## config.mk

```make
export PLATFORM = sky130hd
export DESIGN_NAME = core_csr_arb
export DESIGN_NICKNAME = d
export VERILOG_FILES = /design/src/rtl/core_csr_arb.sv
export SDC_FILE = /design/constraint.sdc
export NUM_CORES = 1
export LEC_CHECK = 0
export ABC_AREA = 1
export CORE_UTILIZATION = 35
export CTS_CLUSTER_DIAMETER = 80
export DETAILED_ROUTE_END_ITERATION = 12
export GPL_TIMING_DRIVEN = 0
export HOLD_SLACK_MARGIN = 0.08
export PLACE_DENSITY_LB_ADDON = 0.25
export SYNTH_ARGS = -nofsm -noshare
export SYNTH_HDL_FRONTEND = slang
export SYNTH_SLANG_ARGS = --single-unit
export TNS_END_PERCENT = 1
```

## constraint.sdc

```tcl
create_clock -name clk -period 6.4 [get_ports clk]
set_input_delay 0.64 -clock clk [delete_from_list [all_inputs] [get_ports clk]]
set_output_delay 0.64 -clock clk [all_outputs]
set_load 0.03 [all_outputs]
```

## src/rtl/core_csr_arb.sv

```systemverilog
// CSR access sequencer/arbiter: serialises core and debug read-modify-write requests onto a
// single-port CSR file. Define CORE_CSR_ARB_DBG_EN to enable the debug requester.
module core_csr_arb #(
    parameter int CSR_WIDTH    = 32,
    parameter int ADDR_WIDTH   = 12,
    parameter int STARVE_LIMIT = 4
) (
    input  logic                  clk,
    input  logic                  rst,
    input  logic                  core_req_valid,
    output logic                  core_req_ready,
    input  logic [1:0]            core_req_op,
    input  logic [ADDR_WIDTH-1:0] core_req_addr,
    input  logic [CSR_WIDTH-1:0]  core_req_wdata,
    output logic                  core_rsp_valid,
    input  logic                  core_rsp_ready,
    output logic [CSR_WIDTH-1:0]  core_rsp_rdata,
    output logic                  core_rsp_err,
    input  logic                  dbg_req_valid,
    output logic                  dbg_req_ready,
    input  logic [1:0]            dbg_req_op,
    input  logic [ADDR_WIDTH-1:0] dbg_req_addr,
    input  logic [CSR_WIDTH-1:0]  dbg_req_wdata,
    output logic                  dbg_rsp_valid,
    input  logic                  dbg_rsp_ready,
    output logic [CSR_WIDTH-1:0]  dbg_rsp_rdata,
    output logic                  dbg_rsp_err,
    output logic [ADDR_WIDTH-1:0] csr_addr,
    output logic                  csr_re,
    input  logic [CSR_WIDTH-1:0]  csr_rdata,
    output logic                  csr_we,
    output logic [CSR_WIDTH-1:0]  csr_wdata,
    output logic                  busy
);
    typedef enum logic [1:0] {IDLE, RD, WR, RSP} state_t;
    typedef enum logic [1:0] {
        OP_READ  = 2'b00,
        OP_WRITE = 2'b01,
        OP_SET   = 2'b10,
        OP_CLEAR = 2'b11
    } op_t;

    state_t                state, state_nxt;
    op_t                   op_q;
    logic [ADDR_WIDTH-1:0] addr_q;
    logic [CSR_WIDTH-1:0]  wdata_q;
    logic [CSR_WIDTH-1:0]  old_q;
    logic [CSR_WIDTH-1:0]  new_val;
    logic                  owner_q;     // 1 = debug owns the in-flight access
    logic                  err_q;
    logic                  core_gnt, dbg_gnt, accept;
    logic                  wr_needed, ro_hit, wr_en, rsp_ready_sel;

`ifdef CORE_CSR_ARB_DBG_EN
    localparam logic [3:0] STREAK_LIMIT = 4'(STARVE_LIMIT);
    logic [3:0] streak;

    assign dbg_gnt = dbg_req_valid && (!core_req_valid || streak == STREAK_LIMIT);

    always_ff @(posedge clk or posedge rst) begin
        if (rst) begin
            streak <= '0;
        end else if (accept) begin
            if (dbg_gnt || !dbg_req_valid)
                streak <= '0;
            else if (streak != 4'hF)
                streak <= streak + 4'd1;
        end
    end
`else
    logic unused_dbg;
    assign dbg_gnt    = 1'b0;
    assign unused_dbg = ^{dbg_req_valid, dbg_req_op, dbg_req_addr, dbg_req_wdata,
                          dbg_rsp_ready, 4'(STARVE_LIMIT)};
`endif

    // Ready is held low while reset is asserted so every output reads 0 in reset.
    assign core_gnt       = core_req_valid && !dbg_gnt;
    assign accept         = (state == IDLE) && !rst && (core_gnt || dbg_gnt);
    assign core_req_ready = (state == IDLE) && !rst && core_gnt;
    assign dbg_req_ready  = (state == IDLE) && !rst && dbg_gnt;

    always_ff @(posedge clk or posedge rst) begin
        if (rst) begin
            state   <= IDLE;
            op_q    <= OP_READ;
            addr_q  <= '0;
            wdata_q <= '0;
            owner_q <= 1'b0;
            old_q   <= '0;
            err_q   <= 1'b0;
        end else begin
            // NOTE: sequential state uses non-blocking assignments so every flop samples pre-edge values.
            state <= state_nxt;
            if (accept) begin
                owner_q <= dbg_gnt;
`ifdef CORE_CSR_ARB_DBG_EN
                op_q    <= op_t'(dbg_gnt ? dbg_req_op : core_req_op);
                addr_q  <= dbg_gnt ? dbg_req_addr : core_req_addr;
                wdata_q <= dbg_gnt ? dbg_req_wdata : core_req_wdata;
`else
                op_q    <= op_t'(core_req_op);
                addr_q  <= core_req_addr;
                wdata_q <= core_req_wdata;
`endif
            end
            if (state == WR) begin
                old_q <= csr_rdata;
                err_q <= ro_hit && wr_needed;
            end
        end
    end

    always_comb begin
        // NOTE: every combinational output gets a default first so no path can infer a latch.
        wr_needed = 1'b0;
        new_val   = csr_rdata;
        unique case (op_q)
            OP_WRITE: begin
                wr_needed = 1'b1;
                new_val   = wdata_q;
            end
            OP_SET: begin
                wr_needed = |wdata_q;
                new_val   = csr_rdata | wdata_q;
            end
            OP_CLEAR: begin
                wr_needed = |wdata_q;
                new_val   = csr_rdata & ~wdata_q;
            end
            default: ;
        endcase
    end

    // The top two address bits equal to 2'b11 mark the read-only CSR region.
    assign ro_hit        = addr_q[ADDR_WIDTH-1 -: 2] == 2'b11;
    assign wr_en         = (state == WR) && wr_needed && !ro_hit;
    assign rsp_ready_sel = owner_q ? dbg_rsp_ready : core_rsp_ready;

    always_comb begin
        state_nxt = state;
        unique case (state)
            IDLE:    if (accept) state_nxt = RD;
            RD:      state_nxt = WR;
            WR:      state_nxt = RSP;
            RSP:     if (rsp_ready_sel) state_nxt = IDLE;
            default: state_nxt = IDLE;
        endcase
    end

    assign csr_addr  = addr_q;
    assign csr_re    = state == RD;
    assign csr_we    = wr_en;
    assign csr_wdata = wr_en ? new_val : '0;
    assign busy      = state != IDLE;

    assign core_rsp_valid = (state == RSP) && !owner_q;
    assign core_rsp_rdata = core_rsp_valid ? old_q : '0;
    assign core_rsp_err   = core_rsp_valid && err_q;

`ifdef CORE_CSR_ARB_DBG_EN
    assign dbg_rsp_valid = (state == RSP) && owner_q;
    assign dbg_rsp_rdata = dbg_rsp_valid ? old_q : '0;
    assign dbg_rsp_err   = dbg_rsp_valid && err_q;
`else
    assign dbg_rsp_valid = 1'b0;
    assign dbg_rsp_rdata = '0;
    assign dbg_rsp_err   = 1'b0;
`endif

endmodule

```

==> flow_metrics.tcl <==
set metrics [dict create \
    status "finished, final reports clean" \
    coreArea_um2 13500 \
    post_cts_buffers 0 \
    arrival_ps 3070 \
    cts_max_level 3 \
    die_h_um 120 \
    criticalPathCategory "in -> out" \
    cts_made_buffers 9 \
    cts_tree "yes" \
    seq_area_frac_synth_pct 41.3 \
    clock_power_share_pct 16.3 \
    min-delay-start "old_q[22]" \
    ir_worst_vdd_mv 0.221 \
    ant_nets 0 \
    timing.fmax_mhz 270 \
    finClkSkew_ps 5.31 \
    fin_tns_setup_ps 0 \
    synth_warnings 0 \
    floorplan.initialDensity_pct 36.5 \
    p_int_mw 1.94 \
    vias 4349 \
    clk_path_buf_depth 2 \
    cts.sink_count 81 \
    hold_violations 0 \
    leakagePower_nw 3.68 \
    startpoint_type "primary input" \
    regToRegStartpoint "state[1]" \
    pre_cts_slack_ps 2600 \
    wire_per_inst_um 13.2 \
    worst_slew_pin_slew_ps 597 \
    crit_fanout 40 \
    grt_pass1_wl_mm 21.9 \
    synth.avg_cell_area_um2 7.80 \
    combPwrFrac_pct 58.5 \
    drtIter0Drc 264 \
    grt_start_max_net_pins 44 \
    clk_latency_ps 340 \
    finalSetupViolCount 0 \
    relSlewSlack_pct 60.2 \
    yosysTopAreaCell "dfrtp_1" \
    syn_area_um2 4910 \
    end_kind "output port" \
    io_pins 247 \
    track_usage_pct 19.7 \
    fin_crit_sh_pct 57.9 \
    gp_congestion 0.753 \
    rsz0062_at_grt "false" \
    finalMaxSlewViolations 0 \
    cts-resized-gates 0 \
    place_inst 1003 \
    hold_buffers 0 \
    numPortBuffers 163 \
    antenna_found_initial 0 \
    worst_slack_ps 2690 \
    die_w_um 120 \
    via_per_inst 4.27 \
    instances_no_fill 1018 \
    grt_pass1_vias 4266 \
    synthDistinctLibCells 28 \
    root_buffer "clkbuf_16" \
    swShare_pct 45.0 \
    ys_top_cells_by_area "dfrtp_1 (41%), nand2_1 (11%), inv_1 (10%)" \
    period_minus_slack_ps 3710 \
    syn2layout_area_growth_pct 47.7 \
    num_rows 42 \
    holdWs_ps 472 \
    diodes 0 \
    holdCritPathClass "reg -> reg" \
    drive_gt1_share_pct 15.9 \
    dp_hpwl_mm 9.89 \
    grt_overflow 0 \
    die_area_um2 14500 \
    cp.required_ps 5760 \
    drc 0 \
    first_pass_iters 4 \
    nets 973 \
    startpoint "rst" \
    power.switching_mw 1.58 \
    clkSlewWorstSetupHoldPaths_ps 60 \
    synth_top_area_share_pct 41.3 \
    drv_cap 0 \
    pwr_density_cell_nw_per_um2 486 \
    synthCells 629 \
    fin_total_pwr_mw 3.52 \
    routed_wl_mm 13.4 \
    p_seq_share_pct 25.2 \
    ys_ff_latch 81 \
]
registers in the layout, summed over array words and instances, names as in the netlist:
register / count
old_q: 32
wdata_q: 32
csr_addr: 12
op_q: 2
state: 2
err_q: 1
worst paths after layout:
kind                                  end  depth (start not counted)  slack [ps]
max reg2reg                   wdata_q[21]                          6        4390
min reg2reg                     old_q[22]                          2         470
min                             old_q[22]                          2         470
max                        core_req_ready                          6        2690
min in group asynchronous    csr_addr[11]                          2         690
max in group asynchronous       old_q[21]                          3        5100
cells in the mapped netlist:
master          number
nand3_4              1
o22ai_2             28
xnor2_2              1
o22ai_1              2
inv_2                4
o21ai_0             68
buf_2                4
inv_1              132
a21oi_1             30
ha_1                 5
nand3_2              2
o21ai_1              2
nand2_1            150
nor2_2              31
dfrtp_1             81
buf_6                4
nand3_1              3
nand4_1              2
conb_1               1
clkbuf_1            16
nor2_4               2
nand3b_1             1
buf_12               3
clkbuf_8             2
nor2_1              15
a22oi_1              1
buf_4               36
dlymetal6s2s_1       2
kinds of logic after synthesis:
group	share of synthesized area, %
AOI/OAI and AO/OA	17.7
xor gates and xnor gates	0.332
adders and majority gates	1.27
buffers and inverters	20.8
DFF	41.3
other	0.0764
and+or+nand+nor	18.5
critical path, cell delays in order:
cell and delay [ps]:
clkdlybuf4s50_1 440, inv_4 400, nand3_1 360, inv_2 250
buf_2 250, clkdlybuf4s50_1 700
cell type report:
cell class              count  area (um2)
multi-input cells         379        1990
clock inverters             2        60.1
flip-flops and latches     81        2030
plain buffers              67         508
repair buffers            164        1660
inverters                 136         513
clock buffers              13         270
well taps                 176         220
fillers                  1329        6210
routing by layer:
metal / part of all wire (%) / wire length [um] / global-route usage, % / vias up
met1: 46 / 6140 / 25.5 / 1945
met4: 0.89 / 120 / 5.09 / 0
met2: 47 / 6290 / 32.0 / 134
li1: - / - / - / 2261
met3: 6.6 / 892 / 5.71 / 9
met5: 0 / 0 / 0 / -
placed cells by master, fill, tap and decap left out, types with 3 or more instances in the layout:
| cell type | synthesis | final |
|---|---|---|
| clkbuf_1 | 16 | 17 |
| ha_1 | 5 | 5 |
| nor2_1 | 15 | 15 |
| dfrtp_1 | 81 | 81 |
| buf_6 | 4 | 4 |
| a21oi_1 | 30 | 30 |
| clkbuf_16 | 0 | 9 |
| o21ai_0 | 68 | 68 |
| buf_12 | 3 | 3 |
| nand3_1 | 3 | 3 |
| inv_2 | 4 | 4 |
| inv_1 | 132 | 131 |
| o22ai_2 | 28 | 28 |
| buf_4 | 36 | 36 |
| conb_1 | 1 | 35 |
| nand2_1 | 150 | 150 |
| nor2_2 | 31 | 31 |
| clkbuf_8 | 2 | 5 |
| clkdlybuf4s50_1 | 0 | 163 |
| buf_2 | 4 | 4 |
through the flow:
stage	utilization, %	area (um2)
after floorplan	-	5030
after global placement	51.2	6890
after detailed placement	51.4	6920
after CTS	53.9	7250
after global routing	53.9	7250
final	53.9	7250
power by group through the flow:
| stage | clock, mW | combinational, mW | sequential [mW] |
|---|---|---|---|
| 5_1_grt | 0.609 | 2.28 | 0.918 |
| 6_report | 0.574 | 2.06 | 0.888 |
| 4_1_cts | 0.591 | 2.09 | 0.887 |
| 3_3_place_gp | 0 | 2.06 | 0.888 |
| 3_5_place_dp | 0 | 2.08 | 0.892 |
| 2_1_floorplan | 0 | 1.39 | 0.937 |
(Power assumes the default switching activity.)
